===== config.mk =====
export PLATFORM = sky130hd
export DESIGN_NAME = npc_lsu
export DESIGN_NICKNAME = d
export VERILOG_FILES = /design/src/rtl/npc_lsu_pkg.sv /design/src/rtl/npc_lsu_align.sv /design/src/rtl/npc_lsu.sv
export SDC_FILE = /design/constraint.sdc
export NUM_CORES = 1
export LEC_CHECK = 0
export CAP_MARGIN = 25
export CORE_ASPECT_RATIO = 2
export CORE_MARGIN = 2
export CORE_UTILIZATION = 40
export CTS_BUF_LIST = sky130_fd_sc_hd__clkbuf_2
export DETAILED_ROUTE_END_ITERATION = 8
export HOLD_SLACK_MARGIN = 0.08
export PLACE_DENSITY = 0.77
export SKIP_LAST_GASP = 1
export SLEW_MARGIN = 10
export SYNTH_ARGS = -nofsm -noshare
export SYNTH_HDL_FRONTEND = slang
export SYNTH_SLANG_ARGS = --single-unit

===== constraint.sdc =====
create_clock -name i_clk -period 4.3 [get_ports i_clk]
set_input_delay 0.43 -clock i_clk [delete_from_list [all_inputs] [get_ports i_clk]]
set_output_delay 0.43 -clock i_clk [all_outputs]
set_load 0.01 [all_outputs]

===== src/rtl/npc_lsu_pkg.sv =====
// npc_lsu_pkg: shared types and constants for the load/store unit.
// FSM state enum, access size encodings, byte-lane mask constants and
// the alignment predicate used when NPC_LSU_MISALIGN_CHECK_EN is defined.
package npc_lsu_pkg;

  typedef enum logic [1:0] {
    StIdle = 2'd0,
    StReq  = 2'd1,
    StWait = 2'd2,
    StResp = 2'd3
  } lsu_state_e;

  // Access size encodings; 2'd3 is handled as a word.
  localparam logic [1:0] SZ_B = 2'd0;
  localparam logic [1:0] SZ_H = 2'd1;
  localparam logic [1:0] SZ_W = 2'd2;

  // Byte-lane masks before shifting into place.
  localparam logic [3:0] MASK_NONE = 4'b0000;
  localparam logic [3:0] MASK_B    = 4'b0001;
  localparam logic [3:0] MASK_H    = 4'b0011;
  localparam logic [3:0] MASK_W    = 4'b1111;

  // A half must be 2-byte aligned, a word (or size 3) 4-byte aligned.
  function automatic logic f_misaligned(input logic [1:0] size, input logic [1:0] addr_lo);
    logic w_mis;
    w_mis = 1'b0;
    if (size == SZ_H) begin
      w_mis = addr_lo[0];
    end else if (size != SZ_B) begin
      w_mis = (addr_lo != 2'b00);
    end
    return w_mis;
  endfunction

endpackage


===== src/rtl/npc_lsu_align.sv =====
// npc_lsu_align: combinational byte-lane placement for stores and
// shift/extension for loads. Offsets below the access size are ignored so
// halves use addr[1] only and words use no offset bits.
module npc_lsu_align
  import npc_lsu_pkg::*;
(
  input  logic [1:0]  i_size,
  input  logic [1:0]  i_addr_lo,
  input  logic [31:0] i_wdata,
  input  logic [31:0] i_rdata,
  input  logic        i_unsigned,
  output logic [3:0]  o_wmask,
  output logic [31:0] o_wdata,
  output logic [31:0] o_rdata
);

  logic [1:0]  w_off;
  logic [31:0] w_shifted;

  // Decode the effective lane offset and the store lane placement.
  always_comb begin
    w_off   = 2'b00;
    o_wmask = MASK_W;
    o_wdata = i_wdata;
    case (i_size)
      SZ_B: begin
        w_off   = i_addr_lo;
        o_wmask = MASK_B << i_addr_lo;
        o_wdata = {4{i_wdata[7:0]}};
      end
      SZ_H: begin
        w_off   = {i_addr_lo[1], 1'b0};
        o_wmask = MASK_H << {i_addr_lo[1], 1'b0};
        o_wdata = {2{i_wdata[15:0]}};
      end
      default: begin
        w_off   = 2'b00;
        o_wmask = MASK_W;
        o_wdata = i_wdata;
      end
    endcase
  end

  assign w_shifted = i_rdata >> {w_off, 3'b000};

  // Extract the addressed byte/half and sign- or zero-extend it.
  always_comb begin
    o_rdata = i_rdata;
    case (i_size)
      SZ_B: o_rdata = i_unsigned ? {24'h0, w_shifted[7:0]}
                                 : {{24{w_shifted[7]}}, w_shifted[7:0]};
      SZ_H: o_rdata = i_unsigned ? {16'h0, w_shifted[15:0]}
                                 : {{16{w_shifted[15]}}, w_shifted[15:0]};
      default: o_rdata = i_rdata;
    endcase
  end

endmodule


===== src/rtl/npc_lsu.sv =====
// npc_lsu: multi-cycle load/store unit bridging the execute stage to a
// valid/ready memory bus. One transaction in flight: IDLE -> REQ -> WAIT -> RESP.
// Optional feature: define NPC_LSU_MISALIGN_CHECK_EN to reject misaligned
// half/word accesses with resp_err instead of silently aligning them.
module npc_lsu
  import npc_lsu_pkg::*;
#(
  parameter int unsigned ADDR_W = 32,
  parameter int unsigned DATA_W = 32
) (
  input  logic              i_clk,
  input  logic              i_reset,
  input  logic              i_req_valid,
  output logic              o_req_ready,
  input  logic              i_req_wen,
  input  logic [ADDR_W-1:0] i_req_addr,
  input  logic [DATA_W-1:0] i_req_wdata,
  input  logic [1:0]        i_req_size,
  input  logic              i_req_unsigned,
  output logic              o_resp_valid,
  input  logic              i_resp_ready,
  output logic [DATA_W-1:0] o_resp_rdata,
  output logic              o_resp_err,
  output logic              o_mem_req_valid,
  input  logic              i_mem_req_ready,
  output logic              o_mem_wen,
  output logic [ADDR_W-1:0] o_mem_addr,
  output logic [DATA_W-1:0] o_mem_wdata,
  output logic [3:0]        o_mem_wmask,
  input  logic              i_mem_resp_valid,
  output logic              o_mem_resp_ready,
  input  logic [DATA_W-1:0] i_mem_rdata
);

  lsu_state_e        r_state;
  logic              r_wen;
  logic [ADDR_W-1:0] r_addr;
  logic [DATA_W-1:0] r_wdata;
  logic [1:0]        r_size;
  logic              r_unsigned;
  logic [DATA_W-1:0] r_rdata;
  logic              r_err;

  logic [3:0]        w_wmask;
  logic [DATA_W-1:0] w_wdata;
  logic [DATA_W-1:0] w_rdata_ext;
  logic              w_reject;

  npc_lsu_align u_align (
    .i_size     (r_size),
    .i_addr_lo  (r_addr[1:0]),
    .i_wdata    (r_wdata),
    .i_rdata    (i_mem_rdata),
    .i_unsigned (r_unsigned),
    .o_wmask    (w_wmask),
    .o_wdata    (w_wdata),
    .o_rdata    (w_rdata_ext)
  );

`ifdef NPC_LSU_MISALIGN_CHECK_EN
  assign w_reject   = f_misaligned(i_req_size, i_req_addr[1:0]);
  assign o_resp_err = r_err;
`else
  assign w_reject   = 1'b0;
  assign o_resp_err = 1'b0;
`endif

  // FSM, request latches and response register.
  always_ff @(posedge i_clk) begin
    if (i_reset) begin
      r_state    <= StIdle;
      r_wen      <= 1'b0;
      r_addr     <= '0;
      r_wdata    <= '0;
      r_size     <= SZ_B;
      r_unsigned <= 1'b0;
      r_rdata    <= '0;
      r_err      <= 1'b0;
    end else begin
      case (r_state)
        StIdle: begin
          if (i_req_valid) begin
            r_wen      <= i_req_wen;
            r_addr     <= i_req_addr;
            r_wdata    <= i_req_wdata;
            r_size     <= i_req_size;
            r_unsigned <= i_req_unsigned;
            r_rdata    <= '0;
            r_err      <= w_reject;
            r_state    <= w_reject ? StResp : StReq;
          end
        end
        StReq: begin
          if (i_mem_req_ready) r_state <= StWait;
        end
        StWait: begin
          if (i_mem_resp_valid) begin
            r_rdata <= r_wen ? '0 : w_rdata_ext;
            r_state <= StResp;
          end
        end
        StResp: begin
          if (i_resp_ready) r_state <= StIdle;
        end
        default: r_state <= StIdle;
      endcase
    end
  end

  assign o_req_ready      = (r_state == StIdle);
  assign o_mem_req_valid  = (r_state == StReq);
  assign o_mem_resp_ready = (r_state == StWait);
  assign o_resp_valid     = (r_state == StResp);
  assign o_resp_rdata     = r_rdata;
  assign o_mem_wen        = r_wen;
  assign o_mem_addr       = {r_addr[ADDR_W-1:2], 2'b00};
  // Loads present an empty mask and zero data on the bus.
  assign o_mem_wmask      = r_wen ? w_wmask : MASK_NONE;
  assign o_mem_wdata      = r_wen ? w_wdata : '0;

endmodule


Word-level counts from Yosys, hierarchy flattened:

Cells that the tools add are included.

* shifts and indexed selects: 3
* muxes and demuxes: 17
* reduce and logical (&&, ||, !) cells: 6
* eq/ne operators: 8

Operators by type and width (number)
* $mux W32: 6
* $pmux W32 S2: 3
* $shr A32 B5 Y16: 1
* $mux W2: 4
* $pmux W2 S4: 1
* $pmux W4 S2: 1
* $eq A2 B1 Y1 const B: 2
* $eq A2 B2 Y1 const B: 2
* $logic_not A2 Y1: 2
* $mux W4: 1
* $ne A2 B1 Y1 const B: 2
* $ne A2 B2 Y1 const B: 2
* $pmux W2 S2: 1
* $reduce_and A4 Y1: 1
* $shl A1 B2 Y4 const A: 1
* $shl A2 B2 Y4 const A: 1
* $reduce_and A3 Y1: 1
* $reduce_and A2 Y1: 1
* $reduce_bool A2 Y1: 1

* bits in registers: 102
* output and inout bits: 106
* bits of input ports: 106
* logic and storage cells: 41

Longest topological paths before layout:

Gate-level depths: netlist of the first run.

* word-level depth: 8
* depth in mapped cells: 8
* depth with buffers taken out: 6

By module:

From an unflattened synthesis of the first run, not the netlist that was laid out.

* cell total of the unflattened synthesis: 701
* area total of the unflattened synthesis: 5467.7 um^2

By module, submodules not included
* npc_lsu: seq. area each 2042.0 um^2, cells an instance 541, times used 1, area each 4331.7 um^2
* npc_lsu_align: seq. area each 0.0 um^2, cells an instance 160, times used 1, area each 1136.1 um^2

Worst setup path before layout of the first run:

No wires, ideal clock.

* path type: reg2reg
* from: reg r_state[0]
* to: reg r_rdata[22], in the netlist o_resp_rdata[22]
* path buffers: 1
* setup slack: 2.595 ns
* setup time: 0.079 ns
* stages on the path, launching flop included: 8
* arrival: 1.626 ns
* data required time: 4.221 ns
* path through: dfxtp_1 -> inv_1 -> ha_1 -> or2_1 -> a31oi_1 -> clkbuf_1 -> nand2_1 -> o211ai_1

* word-level cells in the longest chain between the ends: 3
* elaborated cells between the ends (all ways): 7
* classes of those cells: eq/ne (3); mux (1); reduce/logical (3)

Ends and longest elaborated chain
* start: declaration: line npc_lsu.sv:35 `lsu_state_e r_state;`
* start signal: assignment: line npc_lsu.sv:71 `r_state <= StIdle;`
* start signal: assignment: line npc_lsu.sv:90 `r_state <= w_reject ? StResp : StReq;`
* start signal: assignment: line npc_lsu.sv:94 `if (i_mem_req_ready) r_state <= StWait;`
* $logic_not A2 Y1 (*)
* net o_req_ready: line npc_lsu.sv:14 `output logic o_req_ready,`
* $ne A2 B2 Y1 (no line) / $reduce_bool A2 Y1 (equally long branches)
* $reduce_and A3 Y1 (no line)
* end signal: assignment: line npc_lsu.sv:98 `r_rdata <= r_wen ? '0 : w_rdata_ext;`
* end: declaration: line npc_lsu.sv:41 `logic [DATA_W-1:0] r_rdata;`

Mark *: on every way through the listed nets, which the timed path passes. The rest lies on a longest branch.
A chain may end at the register's enable or synchronous reset.

Final worst setup path of the first run:

* from: reg r_size[1]
* to: out o_mem_wmask[1]

* word-level cells in the longest chain between the ends: 3
* elaborated cells between the ends (all ways): 4
* classes of those cells: eq/ne (1); mux (2); reduce/logical (1)

Ends and longest elaborated chain
* start: declaration: line npc_lsu.sv:39 `logic [1:0] r_size;`
* start signal: assignment: line npc_lsu.sv:86 `r_size <= i_req_size;`
* $eq A2 B1 Y1 / $logic_not A2 Y1 (equally long branches): line npc_lsu_align.sv:25 `case (i_size)`
* $pmux W4 S2 (*): line npc_lsu_align.sv:25
* $mux W4 (*): line npc_lsu.sv:118 `assign o_mem_wmask = r_wen ? w_wmask : MASK_NONE;`
* end: declaration: line npc_lsu.sv:29 `output logic [3:0] o_mem_wmask,`

Every way passes the cells marked *; elsewhere a longest branch is shown, timed or not.

==> results of run 1 <==
==> worst max-delay path, cell delays in order (launching register included) <==
cell and delay (ps):
dfxtp_1 380, inv_2 650, nand2_1 480, o211a_1 370
clkdlybuf4s50_1 480
==> cell usage in the layout (no fill, tap or decap), types with 2 or more instances in the layout <==
master / count
a211oi_1: 6
a21boi_1: 9
a21oi_1: 71
and2_1: 13
buf_4: 6
clkbuf_2: 9
clkdlybuf4s50_1: 207
clkinv_2: 2
clkinvlp_4: 2
conb_1: 3
dfxtp_1: 102
diode_2: 3
ha_1: 4
inv_1: 4
inv_2: 2
mux2_1: 2
mux2i_1: 18
nand2_1: 193
nand2b_1: 5
nand3_1: 2
nor2_1: 17
nor2b_1: 9
o2111ai_1: 2
o211a_1: 9
o211ai_1: 16
o21ai_0: 8
o21ai_1: 10
o21ai_2: 10
o221ai_1: 21
o22a_1: 3
or3_1: 7
==> cell type report <==
class / count / area [µm²] / share of cell area (%)
timing repair buffer: 214 / 2122 / 30.16
clock buffer: 9 / 45.04 / 0.6401
multi-input combinational: 455 / 2537 / 36.06
inverter: 6 / 22.52 / 0.3201
sequential: 102 / 2042 / 29.02
tap: 150 / 187.7 / 2.667
antenna: 3 / 7.507 / 0.1067
clock inverter: 7 / 72.57 / 1.031
==> cells by family after synthesis <==
logic type / Yosys count / share of synthesized area [%]
other: 1 / 0.07411
adder cells (fa/ha/maj): 4 / 0.9892
AND/OR/NAND/NOR: 255 / 21.54
multiplexers: 21 / 4.302
flip-flops: 102 / 40.36
AO/OA/AOI/OAI: 172 / 22.90
buffers and inverters: 89 / 9.842
==> power groups by stage <==
stage / Sequential (mW) / Clock (mW) / Combinational [mW]
finish: 1.22 / 0.462 / 1.26
global route: 1.24 / 0.518 / 1.38
CTS: 1.22 / 0.482 / 1.26
detailed placement: 1.24 / 0 / 1.26
global placement: 1.23 / 0 / 1.22
floorplan: 1.20 / 0 / 0.852
==> worst paths after layout <==
kind                                startpoint          endpoint  slack, ps  cells after the start
worst max register to register      r_state[0]  o_resp_rdata[17]       1590                      6
worst min-delay path            i_req_wdata[7]        r_wdata[7]        360                      3
worst min register to register      r_addr[19]        r_addr[19]        470                      2
worst max-delay path                 r_size[1]    o_mem_wmask[1]        960                      4
==> synth_stat cells <==
library cell	count	area (µm²)
nand2_1	194	728.2
dfxtp_1	102	2042
a21oi_1	71	355.3
buf_4	34	255.2
clkbuf_1	28	105.1
o221ai_1	21	183.9
mux2i_1	18	180.2
nor2_1	17	63.81
o211ai_1	16	120.1
and2_1	14	87.58
buf_2	11	55.05
o21ai_1	10	50.05
o21ai_2	10	87.58
a21boi_1	9	67.56
nor2b_1	9	56.30
o211a_1	9	90.09
o21ai_0	8	40.04
buf_1	7	26.28
or3_1	7	43.79
a211oi_1	6	45.04
nand2b_1	5	31.28
ha_1	4	50.05
inv_1	4	15.01
buf_6	3	33.78
o22a_1	3	26.28
inv_2	2	7.510
mux2_1	2	22.52
nand3_1	2	10.01
o2111ai_1	2	17.52
a31oi_1	1	6.260
a32oi_1	1	8.760
and4_1	1	8.760
conb_1	1	3.750
mux2_4	1	15.01
nand4_1	1	6.260
nor2b_4	1	13.76
o211a_4	1	17.52
o211ai_2	1	12.51
o21ai_4	1	16.27
o21bai_1	1	7.510
o22ai_1	1	6.260
or2_1	1	6.260
or3b_1	1	8.760
or4_4	1	11.26
or4b_4	1	13.76
==> registers in the layout (all words and copies together), names as in the netlist <==
| signal | flops |
|---|---|
| r_state | 2 |
| r_size | 2 |
| r_wdata | 32 |
| o_mem_wen | 1 |
| r_unsigned | 1 |
| o_resp_rdata | 32 |
| r_addr | 32 |
==> per-layer routing <==
metal  up-vias  wire length (µm)  global-route usage [%]
met5         -                 0                       0
met4         0               912                   14.59
met3        58              1087                   5.457
met2       250              8839                   44.13
met1      2340              5688                   23.36
li1       2441                 -                       -
==> stage by stage <==
step,hold slack [ps],std cells
after floorplan,436.0,646
after global routing,267.9,946
after CTS,280.1,943
after global placement,442.1,927
after detailed placement,445.5,927
final,364.5,946
==> flow_summary_export.csv, run 1 <==
group,metric,value,unit
synthesis,synthesis.area,0.005060,mm²
finish,drive_gt1_share,5.675,%
sta,setup_ws,956.2,ps
sta,drv_slew,0,
sta,timing.setup.tns,0,ps
global_routing,grt_max_degree,72,
synthesis,syn_area_per_cell,7.857,µm²
cts,cts_resized,0,
placed_design,pre_cts_ws,1441,ps
cts,h-tree-depth,3,
setup_path,critPathLaunchType,"flip-flop",
synthesis,ys_warn_count,0,
sta,worstMarginPinSlew,902.6,ps
drt,vias,5089,
placed_design,placed_area,0.006912,mm²
synthesis,ys_ff_latch,102,
floorplan,core_area,0.01248,mm²
drt,drt.antenna.violating_nets,0,
cts,cts_made_buffers,9,
drt,wl_per_cell,17.47,µm
flow_run,drv_cap,0,
power,p_comb_share,42.8,%
floorplan,die_x,83.53,µm
power,irDropWorstVdd,0.2857,mV
sta,relSlewSlack,39.74,%
finish,fillers,1203,
global_routing,grt_first_pass_wirelength,25840,µm
synthesis,ys_types,45,
min_path,hp-class,"primary input to flip-flop",
finish,nNetsFinal,898,
global_routing,grt_pass1_vias,5319,
drt,drc_errors,0,
placed_design,hpwl,12260,µm
cts,clock-sinks,102,
sta,hold_viol,0,
global_routing,grtUsageTotal,23.69,%
cts,clockBufferDepth,2,
floorplan,fp-row-count,58,
cts,clockRootBuffer,"clkbuf_2",
status,status,"completed",
global_routing,grt_overflow,0,
cts,cts_tree,"built",
setup_path,critical_path.max_fanout,50,
sta,period_needed,3344,ps
cts,clkTransAtPathRegs,280,ps
power,switching_share,39.52,%
power,leakagePower,2.547,nW
sta,fin_worst_skew,21.75,ps
power,p_sw,1.161,mW
setup_path,crit_type,"flip-flop to output port",
drt,drt-initial-drc-count,194,
sta,rsz0062_at_grt,"no",
power,power_frac_seq,41.5,%
synthesis,syn_inst,644,
setup_path,crit_required,3870,ps
floorplan,ios,212,
drt,via_per_inst,5.379,
floorplan,die_h,163.1,µm
placed_design,portBuffers,208,
power,finalPower,2.938,mW
cts,hold_buffers,0,
synthesis,yosysSeqAreaShare,40.36,%
sta,fin_crit_sh,77.76,%
sta,setup_viol,0,
drt,wl,16530,µm
setup_path,critical_path_arrival,2910,ps
finish,area_growth,39.07,%
floorplan,start_util,40.54,%
finish,final_util,56.38,%
drt,dr.pass1.iters,5,
placed_design,gp_congestion,0.8548,
power,power_density,417.5,mW/mm²
power,p_int,1.777,mW
finish,fin_area,0.007037,mm²
setup_path,cp-end-kind,"output port",
sta,fmax,0.2991,GHz
global_routing,antenna_found_initial,3,
floorplan,dieArea,0.01362,mm²
power,p_clk_share,15.7,%
cts,clkLatencyLatePin,570,ps
cts,post-cts-setup-buffers,0,
Note: power is estimated with default switching activity, not from simulation.
==> run 2, diff against run 1 <==
==> constraint.sdc (replaced) <==
create_clock -name i_clk -period 3.4 [get_ports i_clk]
set_input_delay 0.34 -clock i_clk [delete_from_list [all_inputs] [get_ports i_clk]]
set_output_delay 0.34 -clock i_clk [all_outputs]
set_load 0.01 [all_outputs]
==> run 2 against run 1 <==
  * Clock-buffer cell count stayed put
  * Combinational power rose by 25%
  * Global-route usage is essentially flat
  * Largest cell class unchanged
  * Non-clock buffer count rose by 4
  * Sequential power is 28% higher
  * Via count decreased by 0.77%
  * Highest routed layer unchanged
==> flow_summary_export.csv, run 2 (synthesis results as in run 1) <==
group,metric,value,unit
sta,relSlewSlack,42.36,%
cts,cts_made_buffers,9,
cts,clkTransAtPathRegs,290,ps
power,irDropWorstVdd,0.4709,mV
floorplan,dieArea,0.01362,mm²
finish,fin_area,0.007067,mm²
sta,fmax,0.3268,GHz
sta,hold_viol,0,
finish,final_common_cell,"clkdlybuf4s50_1",
drt,drc_errors,0,
cts,clock-sinks,102,
drt,vias,5050,
sta,setup_ws,340.1,ps
setup_path,cp-end-kind,"output port",
cts,clkLatencyLatePin,560,ps
drt,dr.pass1.iters,4,
sta,hold_ws,266.7,ps
drt,wl_per_cell,17.34,µm
sta,drv_slew,0,
setup_path,critical_path.max_fanout,11,
flow_run,drv_cap,0,
finish,final_cell_mix,"clkdlybuf4s50_1, nand2_1, dfxtp_1, a21oi_1, o221ai_1",
sta,setup_viol,0,
global_routing,grtUsageTotal,23.69,%
min_path,whs_path_depth,3,
drt,drt-initial-drc-count,251,
cts,cts_tree,"built",
power,power_density,527.9,mW/mm²
sta,rsz0062_at_grt,"no",
setup_path,reg2reg_depth,6,
global_routing,grt_pass1_vias,5139,
global_routing,grt_max_degree,72,
floorplan,die_x,83.53,µm
drt,wl,16470,µm
floorplan,fp-row-count,58,
placed_design,portBuffers,208,
cts,clockRootBuffer,"clkbuf_2",
finish,drive_gt1_share,6.156,%
cts,hold_buffers,0,
finish,area_growth,39.66,%
drt,via_per_inst,5.316,
setup_path,crit_type,"flip-flop to output port",
placed_design,gp_congestion,0.8768,
sta,timing.setup.tns,0,ps
global_routing,grt_first_pass_wirelength,25830,µm
finish,nNetsFinal,902,
min_path,hp-class,"primary input to flip-flop",
setup_path,critPathLaunchType,"flip-flop",
placed_design,placed_area,0.006942,mm²
global_routing,antenna_found_initial,4,
floorplan,core_area,0.01248,mm²
floorplan,start_util,40.54,%
placed_design,hpwl,12420,µm
placed_design,pre_cts_ws,794.3,ps
setup_path,crit_required,3060,ps
status,status,"completed",
sta,fin_crit_sh,90.00,%
global_routing,grt_overflow,0,
sta,period_needed,3060,ps
floorplan,ios,212,
cts,h-tree-depth,3,
floorplan,die_h,163.1,µm
setup_path,rrSetupSlack,1160,ps
cts,clockBufferDepth,2,
setup_path,critical_path_arrival,2720,ps
drt,drt.antenna.violating_nets,0,
sta,worstMarginPinSlew,861.6,ps
cts,post-cts-setup-buffers,0,
power,leakagePower,2.567,nW
sta,fin_worst_skew,36.89,ps
==> run 2: critical path, stage by stage (launching register included) <==
cell,delay (ps)
dfxtp_1,480
buf_4,250
nor2_1,550
nand2_1,150
a21boi_1,180
clkdlybuf4s50_1,570
==> run 2: power breakdown <==
part / total, mW / internal [mW] / switching, mW
clock: 0.594 / 0.173 / 0.421
sequential: 1.56 / 1.39 / 0.170
combinational: 1.58 / 0.696 / 0.884
==> run 2: per-layer routing <==
layer  wire length (µm)  GRT usage (%)
met4                893          16.06
met2               8919          42.85
met5                  0              0
met1               5616          23.97
met3               1042          5.255
==> run 2: final cells by class <==
class | instances | area (µm²)
fill | 1186 | 5415
multi-input combinational | 455 | 2537
timing repair buffer | 218 | 2152
sequential | 102 | 2043
tap | 150 | 187.7
clock inverter | 6 | 68.82
clock buffer | 9 | 45.04
inverter | 6 | 22.52
antenna | 4 | 10.01
==> run 2: worst paths after layout <==
kind / startpoint / end
worst min-delay path: i_req_addr[6] / r_addr[6]
worst max register to register: r_state[0] / o_resp_rdata[11]
worst max-delay path: r_size[1] / o_mem_wdata[11]
worst min register to register: r_addr[3] / r_addr[3]
==> run 2: metrics by stage <==
stage / power, mW / utilization, % / cells
final: 3.731 / 56.62 / 950
after global routing: 3.987 / 56.62 / 950
after CTS: 3.766 / 56.53 / 946
after detailed placement: 3.164 / 55.61 / 931
after global placement: 3.117 / 55.61 / 931
after floorplan: 2.590 / - / 646
==> run 2: timing repair <==
item	in CTS	in global routing
resized for setup	0	1
hold endpoints to repair	0	0
endpoints found under the setup margin	0	1
==> edit 1, RTL diff (config.mk and constraints of run 2) <==
The option `NPC_LSU_MISALIGN_CHECK_EN` is turned on by a define.
--- a/src/rtl/npc_lsu.sv
+++ b/src/rtl/npc_lsu.sv
@@ -2,6 +2,8 @@
 // valid/ready memory bus. One transaction in flight: IDLE -> REQ -> WAIT -> RESP.
 // Optional feature: define NPC_LSU_MISALIGN_CHECK_EN to reject misaligned
 // half/word accesses with resp_err instead of silently aligning them.
+`define NPC_LSU_MISALIGN_CHECK_EN
+
 module npc_lsu
   import npc_lsu_pkg::*;
 #(
Behaviour: not the same (Yosys sat finds a counterexample within 4 cycles, from zero or initial values and one cycle with i_reset high).
==> edit 1 against run 2 <==
Power is essentially flat. Setup slack lost 25 ps. Critical path depth did not move. Clock skew down 12 ps. Sequential cell count grew 1. Area after synthesis is 0.94% higher. Design area is 2.3% higher. Wire length down 1.2%.
==> edit 1: results (changes against run 2) <==
- Peak supply drop: 0.000361 V (-23%)
- Final #Nets: 929 (+3.0%)
- GRT Util Overall: 23.1% (-0.58 points)
- Post-cts gate resize count: 0 (unchanged)
- DRT iter0 DRCs: 247 (-1.6%)
- Top cells by count, synth: nand2_1, dfxtp_1, a21oi_1, clkbuf_1, buf_4
- Largest net degree at the start of global routing: 73 (+1.4%)
- Ys Warns: 0 (unchanged)
- Port bufs: 209 (+0.48%)
- Post-CTS setup buffers: 0 (unchanged)
- Worst Path Arrival: 2740 ps (+20 ps)
- First-pass DRT Iterations: 5 (+1)
- Post-DR vias/cell: 5.24 (-1.5%)
- Library cells used by synthesis: 41 (-8.9%)
- Placed Instance Area: 7060 um^2 (+1.8%)
- Reg clk slew, reported paths: 290 ps (about the same)
- CTS max path bufs: 2 (unchanged)
- Worst skew pair latency: ~550 ps
- CP Max Fanout: 42 (+31)
- Post-route clock skew: 24.7 ps (-12.2 ps)
- Leak: 2.71 nW (+5.6%)
- First-pass GRT wire length: 25500 um (-1.4%)
- Layout cells sized above 1: 4.73% (-1.4 points)
- Fill count: 1135 (-4.3%)
- Initial antenna violation count: 1 (-3)
- Post-synthesis sequential area ratio: 40.4% (about the same)
- CP max stage delay: 570 ps (about the same)
- RD Place Congestion: 0.848 (-3.3%)
- Critical Path Slowest Stage Cell: dfxtp_2
- Tightest Pin Transition: 922 ps (+59.9 ps)
- Synth async-reset ratio: 0% (unchanged)
- Hpwl dp: 12300 um (-0.70%)
- Final wirelength: 16300 um (-1.2%)
- Hold WC Path Type: input port to flip-flop
- Number of global-route vias before repair: 5222 (+1.6%)
- Synth top area cells: dfxtp_1, nand2_1, a21oi_1, buf_4, mux2i_1
- Status: complete, no violations
[edit 1: cell count changes after synthesis, sizes merged, moves of 8 or more]
| cell | before | now |
|---|---|---|
| o21ai | 29 | 2 |
| nand2b | 5 | 27 |
| o221ai | 21 | 0 |
| a22o | 0 | 17 |
| a21oi | 71 | 86 |
| buf | 55 | 42 |
| clkbuf | 28 | 40 |
| inv | 6 | 15 |
| o211ai | 17 | 8 |
| nand3 | 2 | 10 |
[edit 1: path summary, 6_finish.rpt]
kind	start	endpoint	slack, ps	cells past startpoint
worst max register to register	r_size[1]$_SDFFE_PP0P_	o_resp_rdata[9]$_SDFFE_PP0P_	830	6
worst min-delay path	i_req_addr[15]	r_addr[15]$_SDFFE_PP0P_	270	3
worst max-delay path	r_size[1]$_SDFFE_PP0P_	o_mem_wmask[0]	320	5
worst min register to register	r_addr[23]$_SDFFE_PP0P_	r_addr[23]$_SDFFE_PP0P_	470	2
[edit 1: kinds of logic after synthesis]
logic type,after synthesis,synth area share (%)
other,1,0.0734
and+or+nand+nor,294,25.4
adders and majority gates,4,0.980
buffers and inverters,97,9.87
AOI/OAI and AO/OA,151,19.8
muxes,18,3.53
DFF,103,40.4
[edit 1: final cells by class]
class,instances,share of cell area (%)
clock buffers,10,0.692
multi-input cells,469,35.3
inverters,15,0.779
well taps,150,2.60
flip-flops and latches,103,28.5
clock inverters,6,1.59
diodes,1,0.0346
repair buffers,221,30.4
[edit 1: per-stage QoR]
| step | power, mW | instances | util (%) | setup WS, ps |
|---|---|---|---|---|
| after floorplan | 2.42 | 669 | - | 1380 |
| after global placement | 2.96 | 957 | 56.1 | 952 |
| after detailed placement | 3.02 | 958 | 56.3 | 883 |
| after CTS | 3.77 | 974 | 57.6 | 253 |
| after global routing | 3.96 | 975 | 57.6 | 126 |
| final | 3.73 | 975 | 57.6 | 315 |
[edit 1: routing by layer]
metal  vias to the layer above  GRT usage [%]  part of all wire (%)
li1                       2496              -                     -
met5                         -              0                     0
met2                       209           44.3                    56
met1                      2367           23.0                    35
met4                         0           13.1                   3.7
met3                        34           4.02                   5.3
[edit 1: where the power goes]
group	switching, mW	leakage [nW]	internal, mW
clock	0.422	0.0932	0.325
sequential	0.144	0.841	1.39
combinational	0.783	1.78	0.665
total	1.35	2.71	2.38
[edit 1: worst max-delay path: cells and delay by family (launching register included)]
kind / cells / cell delay, ps
flip-flops: 1 / 570
buffers and inverters: 2 / 1000
AND/OR/NAND/NOR: 3 / 610
==> edit 2, RTL diff (settings of run 2) <==
Made on the original files. The 4 states of `lsu_state_e` get a Gray code encoding in 2 bits.
--- a/src/rtl/npc_lsu_pkg.sv
+++ b/src/rtl/npc_lsu_pkg.sv
@@ -4,10 +4,10 @@
 package npc_lsu_pkg;
 
   typedef enum logic [1:0] {
-    StIdle = 2'd0,
-    StReq  = 2'd1,
-    StWait = 2'd2,
-    StResp = 2'd3
+    StIdle = 2'b00,
+    StReq  = 2'b01,
+    StWait = 2'b11,
+    StResp = 2'b10
   } lsu_state_e;
 
   // Access size encodings; 2'd3 is handled as a word.
Check against the original RTL: no difference found for any inputs over 4 cycles, from zero or initial values and one cycle with i_reset high; so few cycles prove little.
==> edit 2 against run 2 <==
Critical path depth stayed put. Sequential cell count is the same. Setup slack lost 66 ps. Die area is 2.7% higher. Design area up 2.2%. Hold slack worse by 140 ps. Area after synthesis is 2.8% higher. Cell count is 2.9% higher. Wire length shrank 5.6%. Clock skew grew 3.3 ps. Critical path type unchanged.
Power is not compared: it rests on default switching activity, and its combinational part moved more than twofold at a synthesized area within 25%.
==> edit 2: results (changes against run 2) <==
- Status: complete, no violations
- Library cells used by synthesis: 43 (-4.4%)
- Vias: 5161 (+2.2%)
- CP Max Fanout: 11 (unchanged)
- Final #Nets: 926 (+2.7%)
- Post-route clock skew: 40.2 ps (+3.28 ps)
- Met3 Resource Use GR: 7.46% (+2.2 points)
- CTS root buf: clkbuf_2
- Worst Reg-to-Reg Cells: 4 (-2)
- Post-CTS setup buffers: 0 (unchanged)
- RD Place Congestion: 0.864 (-1.5%)
- First-pass DRT Iterations: 5 (+1)
- Number of buffers created by CTS: 9 (unchanged)
- Post-route ant nets: 0 (unchanged)
- Hold WC Path Type: input port to flip-flop
- Post-cts gate resize count: 0 (unchanged)
- Initial antenna violation count: 1 (-3)
- Top cells by count, synth: nand2_1, dfxtp_1, a21oi_1, nor2b_1, clkbuf_1
- Number of global-route vias before repair: 4827 (-6.1%)
- Grt met1 use: 27.5% (+3.5 points)
- Synth async-reset ratio: 0% (unchanged)
- WHS Path Cells: 3 (unchanged)
- Metal-1 WL: 6430 um (+14%)
- Max Used Layer: met4
- Final wirelength: 15500 um (-5.6%)
- Layout cells sized above 1: 5.82% (-0.34 points)
- DRT iter0 DRCs: 326 (+30%)
- CP top delay family: buffers and inverters
- Inst Count DP: 961 (+3.2%)
- Critical Path Slowest Stage Cell: clkdlybuf4s50_1
- Congestion Overflow GR: 0 (unchanged)
- Tightest Pin Transition: 837 ps (-24.7 ps)
- Met2 wire length: 7190 um (-19%)
- GRT Util Overall: 21.6% (-2.1 points)
- Post-synthesis sequential area ratio: 39.3% (-1.1 points)
- CTS max path bufs: 2 (unchanged)
- Ys Warns: 0 (unchanged)
- CP max stage delay: 610 ps (+40 ps)
- First-pass GRT wire length: 24300 um (-6.0%)
- Port bufs: 208 (unchanged)
- Largest net degree at the start of global routing: 72 (unchanged)
- Post-DR vias/cell: 5.28 (-0.73%)
- Met3 Wirelength: 1590 um (+53%)
- Worst Path Arrival: 2790 ps (+70 ps)
- Synth top area cells: dfxtp_1, nand2_1, a21oi_1, buf_4, nor2b_1
- Reg clk slew, reported paths: 280 ps
- Grt met2 use: 34.0% (-8.9 points)
- Hpwl dp: 11100 um (-10%)
- Leak: around 2.6 nW
- Placed Instance Area: 7110 um^2 (+2.5%)
- Worst skew pair latency: 620 ps (+60 ps)
- Fill count: 1242 (+4.7%)
- Post-synthesis cell count: 674 (+4.7%)
- Pre-CTS setup slack: 962 ps (+167 ps)
-- edit 2: worst paths after layout --
path                                 from                       endpoint  slack [ps]
hold reg to reg   r_addr[24]$_SDFFE_PP0P_        r_addr[24]$_SDFFE_PP0P_         470
hold / removal                    i_reset  o_resp_rdata[15]$_SDFFE_PP0P_         120
setup / recovery   r_size[0]$_SDFFE_PP0P_                o_mem_wdata[15]         270
setup reg to reg   r_size[1]$_SDFFE_PP0P_  o_resp_rdata[18]$_SDFFE_PP0P_        1040
-- edit 2: worst register-to-register path: stages, from the launching register on --
cell,delay (ps)
dfxtp_2,800
buf_4,440
o21bai_1,190
nand2_1,400
o41ai_1,450
-- edit 2: area by class of cell --
| cell class | instances | share of cell area [%] |
|---|---|---|
| inverter | 11 | 0.572 |
| clock buffer | 9 | 0.624 |
| clock inverter | 7 | 0.797 |
| tap | 152 | 2.63 |
| sequential | 102 | 28.3 |
| timing repair buffer | 221 | 30.3 |
| multi-input combinational | 475 | 36.7 |
| antenna | 1 | 0.0347 |
-- edit 2: cell families after synthesis --
group,count (synthesis),synth area share [%]
AO/OA/AOI/OAI,166,19.9
AND/OR/NAND/NOR,281,25.3
flip-flops,102,39.3
buffers and inverters,99,10.4
other,1,0.0721
multiplexers,25,5.13
-- edit 2: report_power, final --
part | total, mW | internal [mW] | switching [mW]
clock | 0.552 | 0.106 | 0.447
sequential | 1.31 | 1.26 | 0.0516
combinational | 0.543 | 0.276 | 0.266
total | 2.41 | 1.64 | 0.764
-- edit 2: metrics by stage --
stage	total power, mW	util (%)
2_1_floorplan	1.62	-
3_3_place_gp	1.86	55.4
3_5_place_dp	1.87	55.4
4_1_cts	2.42	56.2
5_1_grt	2.52	56.2
6_report	2.41	56.2
